$ cat config.mk
export PLATFORM = sky130hd
export DESIGN_NAME = audio_adc_rx
export DESIGN_NICKNAME = d
export VERILOG_FILES = /design/src/rtl/audio_rx_pkg.sv /design/src/rtl/stereo_fifo.sv /design/src/rtl/audio_adc_rx.sv
export SDC_FILE = /design/constraint.sdc
export NUM_CORES = 1
export LEC_CHECK = 0
export ABC_CLOCK_PERIOD_IN_PS = 4600
export BUFFER_PORTS_ARGS = -buffer_cell sky130_fd_sc_hd__buf_4
export CAP_MARGIN = 20
export CELL_PAD_IN_SITES_DETAIL_PLACEMENT = 0
export CELL_PAD_IN_SITES_GLOBAL_PLACEMENT = 2
export CORE_ASPECT_RATIO = 0.7
export CORE_MARGIN = 4
export CORE_UTILIZATION = 25
export DETAILED_ROUTE_END_ITERATION = 6
export PLACE_DENSITY = 0.6
export REMOVE_ABC_BUFFERS = 1
export SKIP_LAST_GASP = 1
export SLEW_MARGIN = 10
export SYNTH_ARGS = -nofsm -noshare
export SYNTH_HDL_FRONTEND = slang
export SYNTH_HIERARCHICAL = 1
export SYNTH_SLANG_ARGS = --single-unit
$ cat constraint.sdc
create_clock -name clkin_50 -period 4.6 [get_ports clkin_50]
set_clock_uncertainty 0.05 [all_clocks]
set_input_delay 0 -clock clkin_50 [delete_from_list [all_inputs] [get_ports clkin_50]]
set_output_delay 0 -clock clkin_50 [all_outputs]
set_load 0.005 [all_outputs]
$ cat src/rtl/audio_rx_pkg.sv
// Shared types and constants for the codec audio receive path.
package audio_rx_pkg;

    // Capture state machine states
    typedef enum logic [1:0] {
        IDLE,
        SYNC,
        LEFT,
        RIGHT
    } rx_state_e;

    // LRCK level that marks the left channel slot
    localparam logic LRCK_LEFT = 1'b0;

    // Bit clocks between an LRCK change and the word MSB
    localparam int unsigned I2S_DELAY = 1;

    // Default build parameters
    localparam int unsigned DEF_DATA_WIDTH  = 16;
    localparam int unsigned DEF_FIFO_DEPTH  = 4;
    localparam int unsigned DEF_SYNC_STAGES = 2;

endpackage

$ cat src/rtl/stereo_fifo.sv
// Show-ahead FIFO for stereo sample pairs; the head word holds its last
// value while the FIFO is empty.
module stereo_fifo #(
    parameter int unsigned WIDTH = 32,
    parameter int unsigned DEPTH = 4
) (
    input  logic                     clk,
    input  logic                     rst_n,
    input  logic                     push,
    input  logic [WIDTH-1:0]         push_data,
    input  logic                     pop,
    output logic [WIDTH-1:0]         head_data,
    output logic [$clog2(DEPTH):0]   level,
    output logic                     full,
    output logic                     empty
);

    localparam int unsigned PTR_W = $clog2(DEPTH);

    logic [WIDTH-1:0] mem_q [DEPTH];
    logic [WIDTH-1:0] mem_d [DEPTH];
    logic [PTR_W-1:0] wr_ptr_q, wr_ptr_d;
    logic [PTR_W-1:0] rd_ptr_q, rd_ptr_d;
    logic [PTR_W:0]   level_q, level_d;
    logic [WIDTH-1:0] last_q, last_d;
    logic             do_push;
    logic             do_pop;

    assign empty     = (level_q == '0);
    assign full      = (level_q == (PTR_W + 1)'(DEPTH));
    assign level     = level_q;
    assign head_data = empty ? last_q : mem_q[rd_ptr_q];

    // Push/pop qualification, pointer wrap and level bookkeeping
    always_comb begin
        do_pop   = pop & ~empty;
        do_push  = push & (~full | do_pop);
        mem_d    = mem_q;
        wr_ptr_d = wr_ptr_q;
        rd_ptr_d = rd_ptr_q;
        last_d   = last_q;
        if (do_push) begin
            mem_d[wr_ptr_q] = push_data;
            wr_ptr_d        = wr_ptr_q + PTR_W'(1);
        end
        if (do_pop) begin
            last_d   = mem_q[rd_ptr_q];
            rd_ptr_d = rd_ptr_q + PTR_W'(1);
        end
        level_d = level_q + (PTR_W + 1)'(do_push) - (PTR_W + 1)'(do_pop);
    end

    // Storage and pointer registers
    always_ff @(posedge clk or negedge rst_n) begin
        if (!rst_n) begin
            for (int unsigned i = 0; i < DEPTH; i++) begin
                mem_q[i] <= '0;
            end
            wr_ptr_q <= '0;
            rd_ptr_q <= '0;
            level_q  <= '0;
            last_q   <= '0;
        end else begin
            mem_q    <= mem_d;
            wr_ptr_q <= wr_ptr_d;
            rd_ptr_q <= rd_ptr_d;
            level_q  <= level_d;
            last_q   <= last_d;
        end
    end

endmodule

$ cat src/rtl/audio_adc_rx.sv
// I2S ADC receiver: synchronises the codec serial stream into clkin_50,
// deserialises left/right words and queues completed pairs in a FIFO.
module audio_adc_rx
    import audio_rx_pkg::*;
#(
    parameter int unsigned DATA_WIDTH  = DEF_DATA_WIDTH,
    parameter int unsigned FIFO_DEPTH  = DEF_FIFO_DEPTH,
    parameter int unsigned SYNC_STAGES = DEF_SYNC_STAGES
) (
    input  logic                          clkin_50,
    input  logic                          rst_n,
    input  logic                          aud_bclk,
    input  logic                          aud_adc_lrck,
    input  logic                          aud_adc_dat,
    input  logic                          enable,
    output logic [DATA_WIDTH-1:0]         sample_left,
    output logic [DATA_WIDTH-1:0]         sample_right,
    output logic                          sample_valid,
    input  logic                          sample_ready,
    output logic [$clog2(FIFO_DEPTH):0]   fifo_level,
    output logic                          overflow,
    input  logic                          overflow_clr
);

    localparam int unsigned CNT_W = $clog2(DATA_WIDTH + 1);

    logic [SYNC_STAGES-1:0]  bclk_sync_q, bclk_sync_d;
    logic [SYNC_STAGES-1:0]  lrck_sync_q, lrck_sync_d;
    logic [SYNC_STAGES-1:0]  dat_sync_q, dat_sync_d;
    logic                    bclk_prev_q, bclk_prev_d;
    logic                    lrck_prev_q, lrck_prev_d;
    rx_state_e               state_q, state_d;
    logic [CNT_W-1:0]        bit_cnt_q, bit_cnt_d;
    logic [DATA_WIDTH-1:0]   shift_q, shift_d;
    logic [DATA_WIDTH-1:0]   left_q, left_d;
    logic [2*DATA_WIDTH-1:0] pair_q, pair_d;
    logic                    push_q, push_d;
    logic                    ovf_q, ovf_d;

    logic                    bclk_s, lrck_s, dat_s;
    logic                    strobe, boundary;
    logic [DATA_WIDTH-1:0]   word;
    logic [2*DATA_WIDTH-1:0] head;
    logic                    fifo_full, fifo_empty, drop;

    assign bclk_s = bclk_sync_q[SYNC_STAGES-1];
    assign lrck_s = lrck_sync_q[SYNC_STAGES-1];
    assign dat_s  = dat_sync_q[SYNC_STAGES-1];

    // Input synchronisers, bclk edge detect and LRCK boundary detect
    always_comb begin
        bclk_sync_d = {bclk_sync_q[SYNC_STAGES-2:0], aud_bclk};
        lrck_sync_d = {lrck_sync_q[SYNC_STAGES-2:0], aud_adc_lrck};
        dat_sync_d  = {dat_sync_q[SYNC_STAGES-2:0], aud_adc_dat};
        bclk_prev_d = bclk_s;
        strobe      = bclk_s & ~bclk_prev_q;
        boundary    = strobe & (lrck_s != lrck_prev_q);
        lrck_prev_d = strobe ? lrck_s : lrck_prev_q;
        // Bits are shifted in at the LSB; left-justify so short slots zero-fill
        word        = shift_q << (CNT_W'(DATA_WIDTH) - bit_cnt_q);
    end

    // Framing state machine: next state, shift register and commits
    always_comb begin
        state_d   = state_q;
        bit_cnt_d = bit_cnt_q;
        shift_d   = shift_q;
        left_d    = left_q;
        pair_d    = pair_q;
        push_d    = 1'b0;
        if (!enable) begin
            state_d   = IDLE;
            bit_cnt_d = '0;
            shift_d   = '0;
        end else begin
            unique case (state_q)
                IDLE: state_d = SYNC;
                SYNC: begin
                    if (boundary && (lrck_s == LRCK_LEFT)) begin
                        state_d   = LEFT;
                        bit_cnt_d = '0;
                        shift_d   = '0;
                    end
                end
                LEFT, RIGHT: begin
                    if (boundary) begin
                        if (state_q == LEFT) begin
                            left_d  = word;
                            state_d = RIGHT;
                        end else begin
                            pair_d  = {left_q, word};
                            push_d  = 1'b1;
                            state_d = LEFT;
                        end
                        bit_cnt_d = '0;
                        shift_d   = '0;
                    end else if (strobe && (bit_cnt_q < CNT_W'(DATA_WIDTH))) begin
                        shift_d   = {shift_q[DATA_WIDTH-2:0], dat_s};
                        bit_cnt_d = bit_cnt_q + CNT_W'(1);
                    end
                end
                default: state_d = IDLE;
            endcase
        end
    end

    // Sticky overflow; a drop in the same cycle as a clear keeps it set
    always_comb begin
        drop  = push_q & fifo_full & ~sample_ready;
        ovf_d = drop ? 1'b1 : (overflow_clr ? 1'b0 : ovf_q);
    end

    // Receive-path registers
    always_ff @(posedge clkin_50 or negedge rst_n) begin
        if (!rst_n) begin
            bclk_sync_q <= '0;
            lrck_sync_q <= '0;
            dat_sync_q  <= '0;
            bclk_prev_q <= 1'b0;
            lrck_prev_q <= 1'b0;
            state_q     <= IDLE;
            bit_cnt_q   <= '0;
            shift_q     <= '0;
            left_q      <= '0;
            pair_q      <= '0;
            push_q      <= 1'b0;
            ovf_q       <= 1'b0;
        end else begin
            bclk_sync_q <= bclk_sync_d;
            lrck_sync_q <= lrck_sync_d;
            dat_sync_q  <= dat_sync_d;
            bclk_prev_q <= bclk_prev_d;
            lrck_prev_q <= lrck_prev_d;
            state_q     <= state_d;
            bit_cnt_q   <= bit_cnt_d;
            shift_q     <= shift_d;
            left_q      <= left_d;
            pair_q      <= pair_d;
            push_q      <= push_d;
            ovf_q       <= ovf_d;
        end
    end

    stereo_fifo #(
        .WIDTH (2 * DATA_WIDTH),
        .DEPTH (FIFO_DEPTH)
    ) u_fifo (
        .clk       (clkin_50),
        .rst_n     (rst_n),
        .push      (push_q),
        .push_data (pair_q),
        .pop       (sample_valid & sample_ready),
        .head_data (head),
        .level     (fifo_level),
        .full      (fifo_full),
        .empty     (fifo_empty)
    );

    assign sample_valid = ~fifo_empty;
    assign sample_left  = head[2*DATA_WIDTH-1:DATA_WIDTH];
    assign sample_right = head[DATA_WIDTH-1:0];
    assign overflow     = ovf_q;

endmodule

Word-level counts from Yosys, hierarchy flattened
Cells that the tools add are included.

storage, ports and cells
  register bits = 248
  output and inout port bits = 37
  logic and storage cells = 95

cells by class
  bitwise logic cells = 16
  reductions and logical operators = 11
  shift-type cells = 1
  add/sub/neg operators = 6
  equality and inequality tests = 9
  magnitude comparators = 4
  multiplexer cells = 28

operators by type and width
  kind                                                      count
  bitwise mux 128 bit                                       1
  two-way mux 32 bit                                        4
  binary-select mux 32 bit (select 2 bit)                   1
  demux 32 bit (select 2 bit)                               1
  two-way mux 16 bit                                        4
  one-hot mux 16 bit (2 select lines)                       1
  two-way mux 5 bit                                         4
  left shift 16 x 5 -> 16 bit                               1
  one-hot mux 5 bit (2 select lines)                        1
  AND reduction 4 bit                                       2
  bitwise AND 1 bit                                         7
  two-way mux 1 bit                                         7
  greater-or-equal comparator 3 bit, second input constant  2
  two-way mux 2 bit                                         3
  inequality test 3 bit, second input constant              2
  inverter 1 bit                                            6
  inverter 2 -> 3 bit                                       2
  one-hot mux 2 bit (3 select lines)                        1
  adder 5 x 1 -> 5 bit, second input constant               1
  < comparator 5 bit, second input constant                 1
  subtractor 5 bit, first input constant                    1
  adder 2 x 1 -> 2 bit, second input constant               2
  equality test 2 bit, second input constant                2
  inequality test 4 bit, second input constant              1
  other kinds (15)                                          17

Logic depth before layout (Yosys ltp)
Gate-level depths: netlist of run 1.

  depth in word-level cells = 8
  depth in mapped cells = 13

Modules after synthesis
Netlist of run 1, hierarchy kept.

modules (own cells, without submodules)
  module        area each (µm²)  instances  cells an instance  seq. area each (µm²)
  stereo_fifo   7579.8           1          451                4179.0
  audio_adc_rx  4115.2           1          386                2026.9

Worst setup path before layout of run 1
No wires, ideal clock.

  path type = register to register
  from = register u_fifo.level_q[1], in the netlist u_fifo/level[1]
  to = register u_fifo.level_q[2], in the netlist u_fifo/level[2]
  period minus slack after synthesis = 3.011 ns
  setup slack = 1.589 ns
  arrival time = 2.834 ns
  stages on the path, launching flop included = 13
  path through = dfrtp_1 -> clkbuf_2 -> nor3_2 -> buf_2 -> nor2b_1 -> nor4b_4 -> nand2b_1 -> ha_1 -> inv_1 -> ha_1 -> fa_1 -> xor2_1 -> xnor2_1

on the way
  longest elaborated chain between the ends = 8
  elaborated cells on any way between the ends = 10

ends and longest elaborated chain
  item                           line                                    RTL
  start: declaration             stereo_fifo.sv:24                       logic [PTR_W:0] level_q, level_d;
  start signal: assignment       stereo_fifo.sv:67                       level_q <= level_d;
  logical NOT 3 bit (*)          stereo_fifo.sv:29                       assign empty = (level_q == '0);
  named net fifo_empty           audio_adc_rx.sv:44                      logic fifo_full, fifo_empty, drop;
  inverter 1 bit (*)             stereo_fifo.sv:36, audio_adc_rx.sv:159
  bitwise AND 1 bit              audio_adc_rx.sv:152                     .pop (sample_valid & sample_ready),
  bitwise AND 1 bit (*)          stereo_fifo.sv:36                       do_pop = pop & ~empty;
  OR 1 bit                       stereo_fifo.sv:37                       do_push = push & (~full | do_pop);
  bitwise AND 1 bit              stereo_fifo.sv:37
  adder 3 x 1 -> 3 bit           stereo_fifo.sv:50                       level_d = level_q + (PTR_W + 1)'(do_push) - (PTR_W + 1)'(do_pop);
  subtractor 3 x 1 -> 3 bit (*)  stereo_fifo.sv:50
  named net u_fifo.level_d[2]    stereo_fifo.sv:24

Mark *: on every way through the listed nets, which the timed path passes. The rest lies on a longest branch.
A chain may end at the register's enable or synchronous reset.

Final worst setup path of run 1
  from = register bit_cnt_q[1]
  to = register pair_q[2]

on the way
  longest elaborated chain between the ends = 2

ends and longest elaborated chain
  item                         line                 RTL
  start: declaration           audio_adc_rx.sv:33   logic [CNT_W-1:0] bit_cnt_q, bit_cnt_d;
  start signal: assignment     audio_adc_rx.sv:135  bit_cnt_q <= bit_cnt_d;
  subtractor 5 bit             audio_adc_rx.sv:60   word = shift_q << (CNT_W'(DATA_WIDTH) - bit_cnt_q);
  left shift 16 x 5 -> 16 bit  audio_adc_rx.sv:60
  end signal: assignment       audio_adc_rx.sv:138  pair_q <= pair_d;
  end: declaration             audio_adc_rx.sv:36   logic [2*DATA_WIDTH-1:0] pair_q, pair_d;

No other way between the ends.

==> impl_results.md, run 1 <==
- Synth unique cells: 62
- Resize count post-CTS: 0
- Ports: 45
- Layout Nets: roughly 900
- Register bit total from synthesis: between 200 and 250
- Period minus WS final: roughly 3 ns
- Max_cap viols: 0
- Worst slew pin tran: roughly 1.1 ns
- Initial antenna violation count: 0
- CP Launch Type: flip-flop
- Status: complete, no violations
- Synth area leaders: dfrtp_1, mux2_2, mux4_2
- Finished Layout Cells: approximately 1.5k
- Reg clk slew, reported paths: approximately 0.07 ns
- Post-Synthesis Cells: ~840
- Residual DRC: 0
- Maximum vdd drop: 217 uV
- Final WS setup: 1.54 ns
- Initial DRC Count: roughly 340
- DPL Wire Length: ~17000 microns
- Met1 global-route usage: 0.165
- Synth top area share: 0.531
- CP endpoint kind: flip-flop
- WL final: approximately 27000 microns
- FFs w/ async S/R, synth: 1.00
- Routed Antenna Nets: 0
- CTS tree: done
- Area growth from synthesis to layout: 16.0%
- EDFF count, synth: 0
- Worst slew margin: 0.286
- Busiest layer in global routing: met1
- Period Utilization, post-route: 0.666
- Crit Path Class: reg2reg
- RSZ-0062 raised after global routing: false
- Clk sinks: 248
- Ant. Diodes: 0
- Max Fclk: 0.326 GHz
- Post-CTS Setup Inserts: 0
- Vias per inst: between 4 and 5
- Hold Vio Cnt, Final: 0
- # rows: 66
- Largest fanout on the critical path: 26
- Post-Syn Area per Cell: 14.0 sq um
- Worst endpoint data arrival time: about 3.5 ns
- Finished Core Util: 0.293
- WL per Instance: 17.8 microns
- Via Count: 6904
- CTS root buf: clkbuf_16
- Clock latency on the worst-skew pair: 0.53 ns
- Placed cells: between 1k and 1.5k
- Initial Util: 0.252
- Fin Hold WS: ~0.082 ns
- CTS max path bufs: 3
- CORE AREA: 46300 sq um
- Cell area power density: between 300 and 400 nW/um^2
- IO buf count: 44
- Die width: ~270 microns
- Pre-CTS WS: 1.57 ns
- Data required, critical path: between 5 and 6 ns
- Mapped Area: between 10000 and 15000 sq um
- Vias in the first global route: between 7k and 8k
- First-pass GRT wire length: 43600 microns
- Leakage: approximately 0.0062 uW
- Setup TNS Final: 0 ns
- HP Class: in2async
- Met3 usage: 0.0192
- Max-slew violations: 0
- Primary FF master, synth: dfrtp_1
- Grt ovf: 0
- Seq/Total Area, Yosys: 0.531
- Layout cells sized above 1: 0.418
- Yosys warnings: 6
- Die area: 50400 sq um
- Pin count of the biggest net entering global routing: roughly 120
- Final setup vio count: 0
- Global-route usage over all layers: 0.107
- Cts bufs inserted: 26
- Gp weighted congestion: slightly below 0.8
- Initial DRT Pass Iterations: 4
- Met2 GRT Util: 0.159
- Die height: ~190 microns
- H-tree levels: 1
- Post-synth top area cell: dfrtp_1
==> worst paths after layout <==
path / slack, ns / to / start / cells past startpoint
min in group clkin_50: 0.09 / dat_sync_q[0]$_DFF_PN0_ / aud_adc_dat / 2
worst min register to register: 0.30 / bclk_sync_q[1]$_DFF_PN0_ / bclk_sync_q[0]$_DFF_PN0_ / 0
worst max register to register: 1.54 / pair_q[2]$_DFFE_PN0P_ / bit_cnt_q[1]$_DFFE_PN0P_ / 6
worst max-delay path: 1.54 / pair_q[2]$_DFFE_PN0P_ / bit_cnt_q[1]$_DFFE_PN0P_ / 6
worst min-delay path: 0.08 / bclk_sync_q[1]$_DFF_PN0_ / rst_n / 2
max in group asynchronous: 3.26 / left_q[1]$_DFFE_PN0P_ / rst_n / 3
==> sequential cells by signal, indices dropped and copies added, names as in the netlist, 2 cells and up <==
register and cells:
bit_cnt_q 5, left_q 16, pair_q 32, u_fifo/mem_q 128, u_fifo/rd_ptr_q 2, shift_q 16, state_q 2, u_fifo/wr_ptr_q 2
lrck_sync_q 2, bclk_sync_q 2, u_fifo/last_q 32, dat_sync_q 2, u_fifo/level 3
==> through the flow <==
| stage | total power (uW) | cell area [sq um] |
|---|---|---|
| 2_1_floorplan | 2730 | 11400 |
| 3_3_place_gp | 3010 | 12600 |
| 3_5_place_dp | 3010 | 12600 |
| 4_1_cts | 5160 | 13500 |
| 5_1_grt | 5310 | 13600 |
| 6_report | 5070 | 13600 |
==> power by group <==
| part | switching [uW] | internal (uW) |
|---|---|---|
| clock network | 868 | 1230 |
| logic | 355 | 290 |
| registers | 109 | 2220 |
| total | 1330 | 3730 |
==> cell families after synthesis <==
kind of cell | Yosys count | share of synthesized area
and+or+nand+nor | 136 | 0.0578
xor gates and xnor gates | 8 | 0.00599
buffers and inverters | 78 | 0.0370
AOI/OAI and AO/OA | 79 | 0.0462
DFF | 248 | 0.531
adders and majority gates | 10 | 0.0113
muxes | 278 | 0.311
==> metal layers <==
layer / part of all wire / vias up
met2: 0.43 / 84
met1: 0.53 / 3622
met3: 0.030 / 38
li1: - / 3160
met5: 0 / -
met4: 0.015 / 0
==> cell usage in the layout (no fill, tap or decap), types with 2 or more instances in the layout <==
cell,instances
o31ai_1,4
nor2b_1,5
dlygate4sd3_1,7
clkbuf_8,6
mux4_2,43
o22ai_1,5
nor2_4,4
and2_1,2
mux2i_1,18
mux2_4,8
o21ai_0,24
dfrtp_1,247
nor3b_1,3
inv_1,23
buf_4,58
xnor2_1,4
ha_1,9
a211oi_1,4
xor2_1,4
a21o_1,2
clkbuf_1,8
clkbuf_16,27
nand4_1,16
a31oi_1,11
mux2_2,208
a21oi_1,10
o41a_1,2
a2111oi_0,3
nand3_1,8
nand2_1,67
nand2b_1,3
buf_12,2
nor2_1,14
nor3_1,3
clkinv_2,5
==> synthesized netlist by cell type, types with 2 or more instances <==
cell / n
a211oi_1: 4
inv_1: 23
and2_1: 2
nand2_1: 67
nor3b_1: 3
buf_1: 3
xor2_1: 4
xnor2_1: 4
clkbuf_1: 14
nor2b_1: 5
o22ai_1: 5
ha_1: 9
mux2i_1: 18
nand2b_1: 3
nor3_1: 3
nor2_1: 14
o21ai_0: 24
o41a_1: 2
nor2_2: 4
mux4_2: 43
nand4_1: 16
a2111oi_0: 3
nand3_1: 8
a21o_1: 2
mux2_4: 8
dfrtp_1: 248
buf_2: 18
o31ai_1: 4
a31oi_1: 11
mux2_2: 208
a21oi_1: 10
o31a_1: 2
buf_6: 14
buf_4: 3
==> cell type report <==
class / instances / area (sq um)
clock inverters: 6 / 55.1
repair buffers: 69 / 564
fillers: 4699 / 32800
multi-input cells: 511 / 5090
well taps: 612 / 766
clock buffers: 41 / 788
flip-flops and latches: 248 / 6210
inverters: 25 / 93.8
==> critical path: stages (launching register included) <==
cell	delay [ns]
dfrtp_1	0.51
inv_1	0.07
ha_1	1.00
mux2i_1	0.30
mux2_2	0.37
a211oi_1	0.44
mux2_2	0.25
==> timing repair <==
| item | in CTS | in global routing |
|---|---|---|
| hold buffers | 7 | 0 |
| endpoints found under the setup margin | 0 | 0 |
| endpoints found under the hold margin | 124 | 0 |
No activity file was read; power rests on OpenSTA's default activity.
==> inputs of run 2 (changes only) <==
Settings changed: ABC_CLOCK_PERIOD_IN_PS 4600 to 2990.
Clock period 4.6 ns to 2.99 ns, I/O delays scaled along.
==> run 2 against run 1 <==
Compared with the run above:
- sequential power is 50% higher
- flip-flop and latch count stayed put
- maximum frequency grew 13%
- first-iteration DRC count up 11%
- hold slack barely moved
- worst setup slack lost 1.3 ns
- total power up 60%
- combinational power increased by 67%
- core utilization grew 0.50 points
- via count up 0.80%
- die area stayed put
- register-to-register slack worse by 1.3 ns
- largest cell class unchanged
==> impl_results.md, run 2 (synthesized netlist as in run 1, its figures left out) <==
- H-tree levels: 1 (unchanged)
- Period minus WS final: 2.71 ns (was 3.06 ns)
- Period Utilization, post-route: 0.906 (was 0.666)
- Largest regs: u_fifo/mem_q: 128 flops, pair_q: 32 flops, u_fifo/last_q: 32 flops (unchanged)
- Commonest non-fill, non-tap cell in the layout: dfrtp_1 (unchanged)
- DPL Wire Length: 17100 microns (was 17200 microns)
- CTS max path bufs: 3 (unchanged)
- Hold Crit Start: aud_bclk
- Die width: 267 microns (unchanged)
- Worst setup path startpoint: bit_cnt_q[0]$_DFFE_PN0P_ (was bit_cnt_q[1]$_DFFE_PN0P_)
- WL final: 26800 microns (about the same)
- Worst slew pin tran: 0.861 ns (was 1.07 ns)
- Grt ovf: 0 (unchanged)
- Setup TNS Final: 0 ns (unchanged)
- Routed Antenna Nets: 0 (unchanged)
- Pin count of the biggest net entering global routing: 71 (was 116)
- Via Count: 6959 (was 6904)
- Post-CTS Setup Inserts: 0 (unchanged)
- Vias in the first global route: 7332 (was 7353)
- Largest register FFs: 128 (unchanged)
- Commonest non-fill, non-tap cells in the layout: dfrtp_1, mux2_2, buf_4, nand2_1, mux4_2 (was dfrtp_1, mux2_2, nand2_1, buf_4, mux4_2)
- IO buf count: 44 (unchanged)
- Die area: 50400 sq um (unchanged)
- Initial antenna violation count: 0 (unchanged)
- Reg-to-Reg Start: bit_cnt_q[0]$_DFFE_PN0P_ (was bit_cnt_q[1]$_DFFE_PN0P_)
- Clock latency on the worst-skew pair: 0.54 ns (was 0.53 ns)
- Layout Nets: 913 (was 899)
- HP Class: in2reg (was in2async)
- RSZ-0062 raised after global routing: false (unchanged)
- Placed Area: 12800 sq um (was 12600 sq um)
- # rows: 66 (unchanged)
- Gp weighted congestion: 0.742 (was 0.790)
- Clk sinks: 248 (unchanged)
- Area growth from synthesis to layout: 18.0% (was 16.0%)
- Cts bufs inserted: 26 (unchanged)
- Crit Path Class: reg2reg (unchanged)
- CP Launch Type: flip-flop (unchanged)
- Worst endpoint data arrival time: 3.07 ns (was 3.48 ns)
- Initial Util: 0.252 (unchanged)
- Vias per inst: 4.56 (was 4.57)
- Maximum vdd drop: 338 uV (was 217 uV)
- Max Fclk: 0.369 GHz (was 0.326 GHz)
- Most flop-heavy register: u_fifo/mem_q (unchanged)
- Footprint of the multi-input gates: 5090 sq um (about the same)
- CORE AREA: 46300 sq um (unchanged)
- Data required, critical path: 3.36 ns (was 5.01 ns)
- Ports: 45 (unchanged)
- Hold Vio Cnt, Final: 0 (unchanged)
- Cell area power density: 587 nW/um^2 (was 373 nW/um^2)
- Initial DRC Count: 380 (was 343)
- Register area: 6210 sq um (unchanged)
- Die height: 189 microns (unchanged)
- Max-slew violations: 0 (unchanged)
- Reg clk slew, reported paths: 0.06 ns (was 0.07 ns)
- Status: complete, no violations (unchanged)
- CTS root buf: clkbuf_16 (unchanged)
- Global-route usage over all layers: 0.107 (about the same)
- Final Instance Area: 13800 sq um (was 13600 sq um)
- Initial DRT Pass Iterations: 5 (was 4)
- Ant. Diodes: 0 (unchanged)
- # fillers: 4625 (was 4699)
- Max_cap viols: 0 (unchanged)
- CTS tree: done (unchanged)
- Largest fanout on the critical path: 12 (was 26)
- Layout cells sized above 1: 0.433 (was 0.418)
- CP endpoint kind: flip-flop (unchanged)
- First-pass GRT wire length: 43600 microns (about the same)
- WL per Instance: 17.5 microns (was 17.8 microns)
- Worst slew margin: 0.422 (was 0.286)
- Final setup vio count: 0 (unchanged)
- Leakage: 0.00634 uW (was 0.00621 uW)
- Residual DRC: 0 (unchanged)
## run 2: changes by cell type in the layout (fill, tap and decap cells not counted), moves of 2 or more
cell        previous run  this run
buf_12                 2         4
buf_4                 58        70
bufinv_16              1         4
clkbuf_1               8         3
clkinvlp_4             0         2
## run 2: final cells by class
| class | instances | share of cell area |
|---|---|---|
| multi-input combinational | 511 | 0.369 |
| sequential | 248 | 0.450 |
| tap | 612 | 0.0555 |
| clock inverter | 12 | 0.0122 |
| clock buffer | 36 | 0.0558 |
| inverter | 25 | 0.00680 |
| timing repair buffer | 83 | 0.0508 |
## run 2: stage by stage
stage               total power, uW  utilization  setup slack (ns)  hold WS (ns)  cells
floorplan                      4200            -             -1.15        -0.346    784
global placement               4660        0.275             0.342       -0.0386   1470
detailed placement             4670        0.275             0.314       -0.0421   1470
CTS                            8280        0.298             0.292        0.0515   1527
global route                   8460        0.298            0.0560        0.0729   1527
finish                         8100        0.298             0.283        0.0821   1527
## run 2: worst max-delay path, cell delays in order (launching register included)
cell and delay, ns:
dfrtp_1 0.55, inv_2 0.07, ha_1 0.60, buf_4 0.29, mux2i_1 0.30, mux4_2 0.32
o22ai_1 0.10, mux2_2 0.30
## run 2: path summary, 6_finish.rpt
| kind | endpoint | slack (ns) | cells after the start |
|---|---|---|---|
| worst max-delay path | pair_q[14]$_DFFE_PN0P_ | 0.28 | 7 |
| worst min-delay path | bclk_sync_q[0]$_DFF_PN0_ | 0.08 | 2 |
| worst max register to register | pair_q[14]$_DFFE_PN0P_ | 0.28 | 7 |
| worst min register to register | lrck_sync_q[1]$_DFF_PN0_ | 0.30 | 0 |
| max in group asynchronous | u_fifo/last_q[5]$_DFFE_PN0P_ | 1.61 | 4 |
| min in group asynchronous | left_q[7]$_DFFE_PN0P_ | 0.43 | 3 |
## run 2: metal layers
metal,up-vias,global-route usage,routed length [microns],share of wire
li1,3176,-,-,-
met1,3664,0.164,14000,0.52
met2,85,0.161,11700,0.44
met3,34,0.0183,644,0.024
met4,0,0.0187,443,0.017
met5,-,0,0,0
## run 2: power by group
group | internal (uW) | total [uW] | leakage [uW] | switching [uW]
combinational | 459 | 1080 | 0.00244 | 622
clock | 2140 | 3520 | 0.000460 | 1380
sequential | 3410 | 3490 | 0.00343 | 84.0
## run 2: repair_timing
action                                  CTS  global route
hold buffers                              9             0
gates resized for setup                   0             1
endpoints found under the setup margin    0             2
hold endpoints to repair                213             0
